<file path="src/rtl/mem_bus_arb.sv">
// Round-robin arbiter granting the memory bus to one of 2*NPORTS requesters
// (instruction/data pair per controller port); rid follows the grant by one cycle.

package iu_clk_pkg;
    typedef struct packed {
        logic clk;
    } iu_clk_type;
endpackage

module mem_bus_arb
    import iu_clk_pkg::*;
#(
    parameter int NPORTS = 2,
    localparam int NREQ  = 2 * NPORTS,
    localparam int RW    = ($clog2(NREQ) < 1) ? 1 : $clog2(NREQ)
) (
    input  iu_clk_type        gclk,
    input  logic              rst,
    input  logic              en,
    input  logic [NREQ-1:0]   port_valid,
    output logic [NREQ-1:0]   port_mask,
    output logic [RW-1:0]     rid
);

    logic [RW-1:0]   last_r;
    logic [RW-1:0]   rid_r;
    logic [NREQ-1:0] mask_s;
    logic [RW-1:0]   sel_s;
    logic            found_s;

    // Scan requesters starting just after the last grant; last itself comes last.
    always_comb begin
        mask_s  = {NREQ{1'b0}};
        sel_s   = {RW{1'b0}};
        found_s = 1'b0;
        if (en && !rst && (|port_valid)) begin
            for (int i = 1; i <= NREQ; i++) begin
                if (!found_s && port_valid[(int'(last_r) + i) % NREQ]) begin
                    found_s = 1'b1;
                    sel_s   = RW'((int'(last_r) + i) % NREQ);
                    mask_s[(int'(last_r) + i) % NREQ] = 1'b1;
                end else begin
                    found_s = found_s;
                end
            end
        end else begin
            mask_s = {NREQ{1'b0}};
        end
    end

    // Pointer and delayed requester ID; reset parks last on the top index so 0 wins next.
    always_ff @(posedge gclk.clk) begin
        if (rst) begin
            last_r <= RW'(NREQ - 1);
            rid_r  <= {RW{1'b0}};
        end else if (found_s) begin
            last_r <= sel_s;
            rid_r  <= sel_s;
        end else begin
            last_r <= last_r;
            rid_r  <= rid_r;
        end
    end

    assign port_mask = mask_s;
    assign rid       = rid_r;

endmodule

</file>
<file path="config.mk">
export PLATFORM = sky130hd
export DESIGN_NAME = mem_bus_arb
export DESIGN_NICKNAME = d
export VERILOG_FILES = /design/src/rtl/mem_bus_arb.sv
export SDC_FILE = /design/constraint.sdc
export NUM_CORES = 1
export LEC_CHECK = 0
export ABC_CLOCK_PERIOD_IN_PS = 7800
export BUFFER_PORTS_ARGS = -buffer_cell sky130_fd_sc_hd__buf_2
export CORE_AREA = 10 10 47 49
export DETAILED_ROUTE_END_ITERATION = 8
export DIE_AREA = 0 0 57 59
export GPL_ROUTABILITY_DRIVEN = 0
export GPL_TIMING_DRIVEN = 0
export PLACE_DENSITY = 0.75
export SYNTH_ARGS = -nofsm -noshare
export SYNTH_HDL_FRONTEND = slang
export SYNTH_SLANG_ARGS = --single-unit
</file>
<file path="constraint.sdc">
create_clock -name gclk -period 7.8 [get_ports gclk]
set_input_delay 1.56 -clock gclk [delete_from_list [all_inputs] [get_ports gclk]]
set_output_delay 1.56 -clock gclk [all_outputs]
set_load 0.01 [all_outputs]
</file>
# After elaboration in Yosys (flattened, before gate mapping)
# Index checks and enable logic that the tools add are counted.
[word_totals]
regBits = 4
input_bits = 7
[classes]
n_addsub = 4
n_lt_le_gt_ge = 8
n_mux = 41
n_bitwise = 7
n_reduce_logical = 18
[ops]
columns = ["op", "n"]
rows = [
  ["2-to-1 mux 4 bit", 8],
  ["2-to-1 mux 1 bit", 20],
  ["less-than comparator 3 x 4 -> 1 bit, second input constant", 4],
  [">= comparator 3 x 1 -> 1 bit, second input constant", 4],
  ["bitwise OR 4 bit", 3],
  ["2-to-1 mux 2 bit", 5],
  ["logical AND 1 bit", 9],
  ["binary-select mux 1 bit (select 2 bit)", 4],
  ["demux 1 bit (select 2 bit)", 4],
  ["OR reduction 2 bit", 4],
  ["adder 2 x 1 -> 2 bit, second input constant", 2],
  ["adder 2 bit, second input constant", 2],
  ["bitwise AND 1 bit, first input constant", 4],
  ["logical NOT 1 bit", 4],
  ["OR reduction 4 bit", 1],
]

# Longest topological paths before layout
[depth]
depth_word = 20
mapped_depth = 8
ltp_nobuf = 6

# Least setup slack after synthesis
# No wires, ideal clock.
[synth_timing]
kind = "input to output"
from = "input port_valid[3]"
to = "output port_mask[0]"
t_arrival_ps = 3020
required_ps = 6240
slack_ps = 3220
path_stages = 5
n_path_buf = 1
cell_sequence = "buf_4 or3b_4 a2111oi_4 o21ai_1 a221oi_1"
[synth_via]
elab_chain_len = 17
word_cells_on_any_way = 37
[synth_lines]
columns = ["element", "line", "rtl"]
rows = [
  ["start: declaration", "20", "input logic [NREQ-1:0] port_valid,"],
  ["binary-select mux 1 bit (select 2 bit)", "38", "if (!found_s && port_valid[(int'(last_r) + i) % NREQ]) begin"],
  ["2-to-1 mux 1 bit (not written as such) (2 in series)", "38", ""],
  ["2-to-1 mux 1 bit", "38", ""],
  ["2-to-1 mux 1 bit", "36", "if (en && !rst && (|port_valid)) begin"],
  ["logical NOT 1 bit", "38", ""],
  ["logical AND 1 bit", "38", ""],
  ["2-to-1 mux 1 bit", "38", ""],
  ["2-to-1 mux 1 bit", "36", ""],
  ["logical NOT 1 bit", "38", ""],
  ["logical AND 1 bit", "38", ""],
  ["2-to-1 mux 1 bit", "38", ""],
  ["2-to-1 mux 1 bit", "36", ""],
  ["logical NOT 1 bit", "38", ""],
  ["logical AND 1 bit", "38", ""],
  ["2-to-1 mux 4 bit", "38", ""],
  ["2-to-1 mux 4 bit *", "36", ""],
  ["end: declaration", "21", "output logic [NREQ-1:0] port_mask,"],
]
# Mark *: on every way between the ends. The rest lies on a longest branch, timed or not. The select of a mux whose other input is x is not followed.

# Worst setup path in the final report
[layout_timing]
from = "input port_valid[3]"
to = "output port_mask[3]"
# The elaborated chain is that of the path after synthesis.

==> metrics.json <==
{
  "run_status": {"value": "finished, final reports clean"},
  "crit_family": {"value": "compound AO/OA/AOI/OAI gates"},
  "criticalPathCategory": {"value": "input port to primary output"},
  "crit_path_max_fanout": {"value": 10},
  "clkLatencyLatePin": {"value": 0.24, "unit": "ns"},
  "yosysUniqueCellTypes": {"value": 32},
  "boundaryPins": {"value": 13},
  "synth_fp_nets": {"value": 86},
  "number_of_synthesized_flops_with_an_enable_pin": {"value": 0},
  "yosys.area.top_type_share": {"value": 14.7, "unit": "%"},
  "grt_max_degree": {"value": 11},
  "ys_seq_area_share": {"value": 11.8, "unit": "%"},
  "antenna_left": {"value": 0},
  "wl_per_cell": {"value": 15.8, "unit": "um"},
  "setup.worst_path.end_class": {"value": "primary output"},
  "dieHeight": {"value": 59, "unit": "um"},
  "first_pass_grt_wire_length": {"value": 2.79, "unit": "mm"},
  "area_growth": {"value": 13.6, "unit": "%"},
  "avgSynthCellArea": {"value": 9.59, "unit": "sq um"},
  "cts_resized": {"value": 0},
  "yosys.cell_count.top_type": {"value": "ha_1"},
  "cp_slowest_stage_delay": {"value": 0.56, "unit": "ns"},
  "cts.sinks": {"value": 4},
  "htree_levels": {"value": 1},
  "syn-cell-area": {"value": 681, "unit": "sq um"},
  "yosys.area.top_type": {"value": "ha_1"},
  "wirelength": {"value": 1.58, "unit": "mm"},
  "ys_warn_count": {"value": 0},
  "cts_tree": {"value": "done"},
  "postCtsSetupBuffers": {"value": 0},
  "floorplan.die_area": {"value": 3360, "unit": "sq um"},
  "cts.hold.buffers_added": {"value": 0},
  "rsz0062_at_grt": {"value": "no"},
  "critical_path.startpoint_type": {"value": "input port"},
  "grt_util_all_layers": {"value": 9.81, "unit": "%"},
  "detail_route.drc_violations": {"value": 0},
  "path_cells": {"value": "buf_4, or3b_4, a2111oi_4, o21ai_1, a221oi_1, buf_2"},
  "critical_path_arrival": {"value": 3.20, "unit": "ns"},
  "vias_per_cell": {"value": 6.21},
  "std_cell_rows": {"value": 14},
  "finalSetupTns": {"value": 0, "unit": "ns"},
  "hold_violations": {"value": 0},
  "setup_viol": {"value": 0},
  "clock.fmax": {"value": 0.210, "unit": "GHz"},
  "critPathSlowestCell": {"value": "a2111oi_4"},
  "drt_iter0_drc": {"value": 6},
  "via_count_of_the_first_global_routing_pass": {"value": 646},
  "place.port_buffers": {"value": 10},
  "synth-async-reset-ratio": {"value": 0, "unit": "%"},
  "netlist_top_cells_count": {"value": "8 x ha_1, 7 x a221oi_1, 7 x inv_1, 5 x o21ai_1"},
  "diodes": {"value": 0},
  "p_leak": {"value": 0.000336, "unit": "uW"},
  "finish.net_count": {"value": 101},
  "drv.max_cap_violation_count": {"value": 0},
  "final_max_slew_viol_count": {"value": 0},
  "antenna_found_initial": {"value": 0},
  "synth-main-ff-cell": {"value": "dfxtp_1"},
  "vdd_ir_drop_max": {"value": 0.000109, "unit": "V"},
  "cell_count_after_synthesis": {"value": 71},
  "critPathBufInv": {"value": 2},
  "post_synth_main_area_contributors": {"value": "ha_1 15%, dfxtp_1 12%, a221oi_1 9.0%"},
  "synth.ff_latch_count": {"value": 4},
  "firstDrtPassIters": {"value": 4},
  "dpl.hpwl": {"value": 1.22, "unit": "mm"},
  "cts_max_path_buffers": {"value": 2},
  "cts-buffers-inserted": {"value": 3},
  "clock_root_buffer": {"value": "clkbuf_4"},
  "final_cell_count_no_fill": {"value": 100},
  "final_critical_path_time_including_i_o_delays_and_setup": {"value": 4.76, "unit": "ns"},
  "dpl.cell_count": {"value": 97},
  "dr_total_vias": {"value": 621},
  "floorplan.die.width": {"value": 57, "unit": "um"},
  "post_route_cells_drive_above_1_share": {"value": 29.8, "unit": "%"},
  "grt-ovfl-total": {"value": 0},
  "placeableCoreArea": {"value": 1400, "unit": "sq um"},
  "worstMarginPinSlew": {"value": 0.893, "unit": "ns"},
  "finalCritPeriodShare": {"value": 61.0, "unit": "%"},
  "max_slew_margin": {"value": 39.7, "unit": "%"},
  "start_util": {"value": 48.6, "unit": "%"},
  "critical_path_required": {"value": 6.24, "unit": "ns"},
  "timing.clock.skew": {"value": 0.00542, "unit": "ns"},
  "p_per_area": {"value": 179, "unit": "nW/um^2"},
  "hold_path.class": {"value": "flop to flop"},
  "clock_pin_slew_on_the_worst_setup_and_hold_paths": {"value": 0.04, "unit": "ns"}
}
## layout make-up
cell class / instances / area (sq um)
sequential: 4 / 80.1
fill: 140 / 628
tap: 16 / 20.0
buffer: 5 / 36.3
multi-input combinational: 55 / 538
inverter: 7 / 26.3
timing repair buffer: 10 / 50.0
clock buffer: 3 / 22.5
## cells in the final DEF (no fill, tap or decap), types with 3 or more instances in the layout
master    count
inv_1         7
ha_1          8
a221oi_1      7
nand3b_1      3
mux2i_1       4
o21ai_1       5
dfxtp_1       4
buf_2        12
clkbuf_4      3
nor2_1        4
## cell families after synthesis
kind of cell | count (synthesis) | synth area share, %
mux | 7 | 16.4
fa+ha+maj | 8 | 14.7
buf+inv | 12 | 9.19
flops | 4 | 11.8
compound gates | 26 | 35.7
simple gates | 14 | 12.3
## metal layers
metal | GRT usage, % | vias to the layer above | wire, um
met3 | 3.86 | 0 | 78
met5 | 0 | - | 0
met1 | 11.0 | 293 | 750
li1 | - | 309 | -
met4 | 2.35 | 0 | 0
met2 | 17.1 | 19 | 754
## stage by stage
stage / worst slack, ns / instance area, sq um / hold WS, ns / total power (uW) / utilization, %
finish: 3.04 / 773 / 0.507 / 138 / 55.2
global route: 2.89 / 773 / 0.543 / 153 / 55.2
CTS: 3.05 / 773 / 0.508 / 139 / 55.2
detailed placement: 3.05 / 751 / 0.502 / 113 / 53.6
global placement: 3.08 / 751 / 0.486 / 110 / 53.6
floorplan: 3.22 / 681 / 0.504 / 93.0 / -
## power by group
part	internal (uW)	switching (uW)	leakage [uW]
logic	37.3	44.2	0.000289
registers	24.1	6.24	0.0000331
clock network	17.3	9.26	0.0000138
## registers in the layout, indices dropped and copies added, names as in the netlist
| name | flops |
|---|---|
| last_r | 2 |
| rid | 2 |
## path summary, 6_finish.rpt
check                 from      endpoint  slack, ns  depth (start not counted)
max          port_valid[3]  port_mask[3]       3.04                          6
min                 rid[0]        rid[0]       0.51                          2
min reg2reg         rid[0]        rid[0]       0.51                          2
max reg2reg      last_r[0]        rid[1]       5.14                          8
## worst min-delay path: stages, from the launching register on
cell and delay [ns]:
dfxtp_1 0.31, nand3b_1 0.08, o31ai_1 0.07
Power figures use the tool's default switching activity.
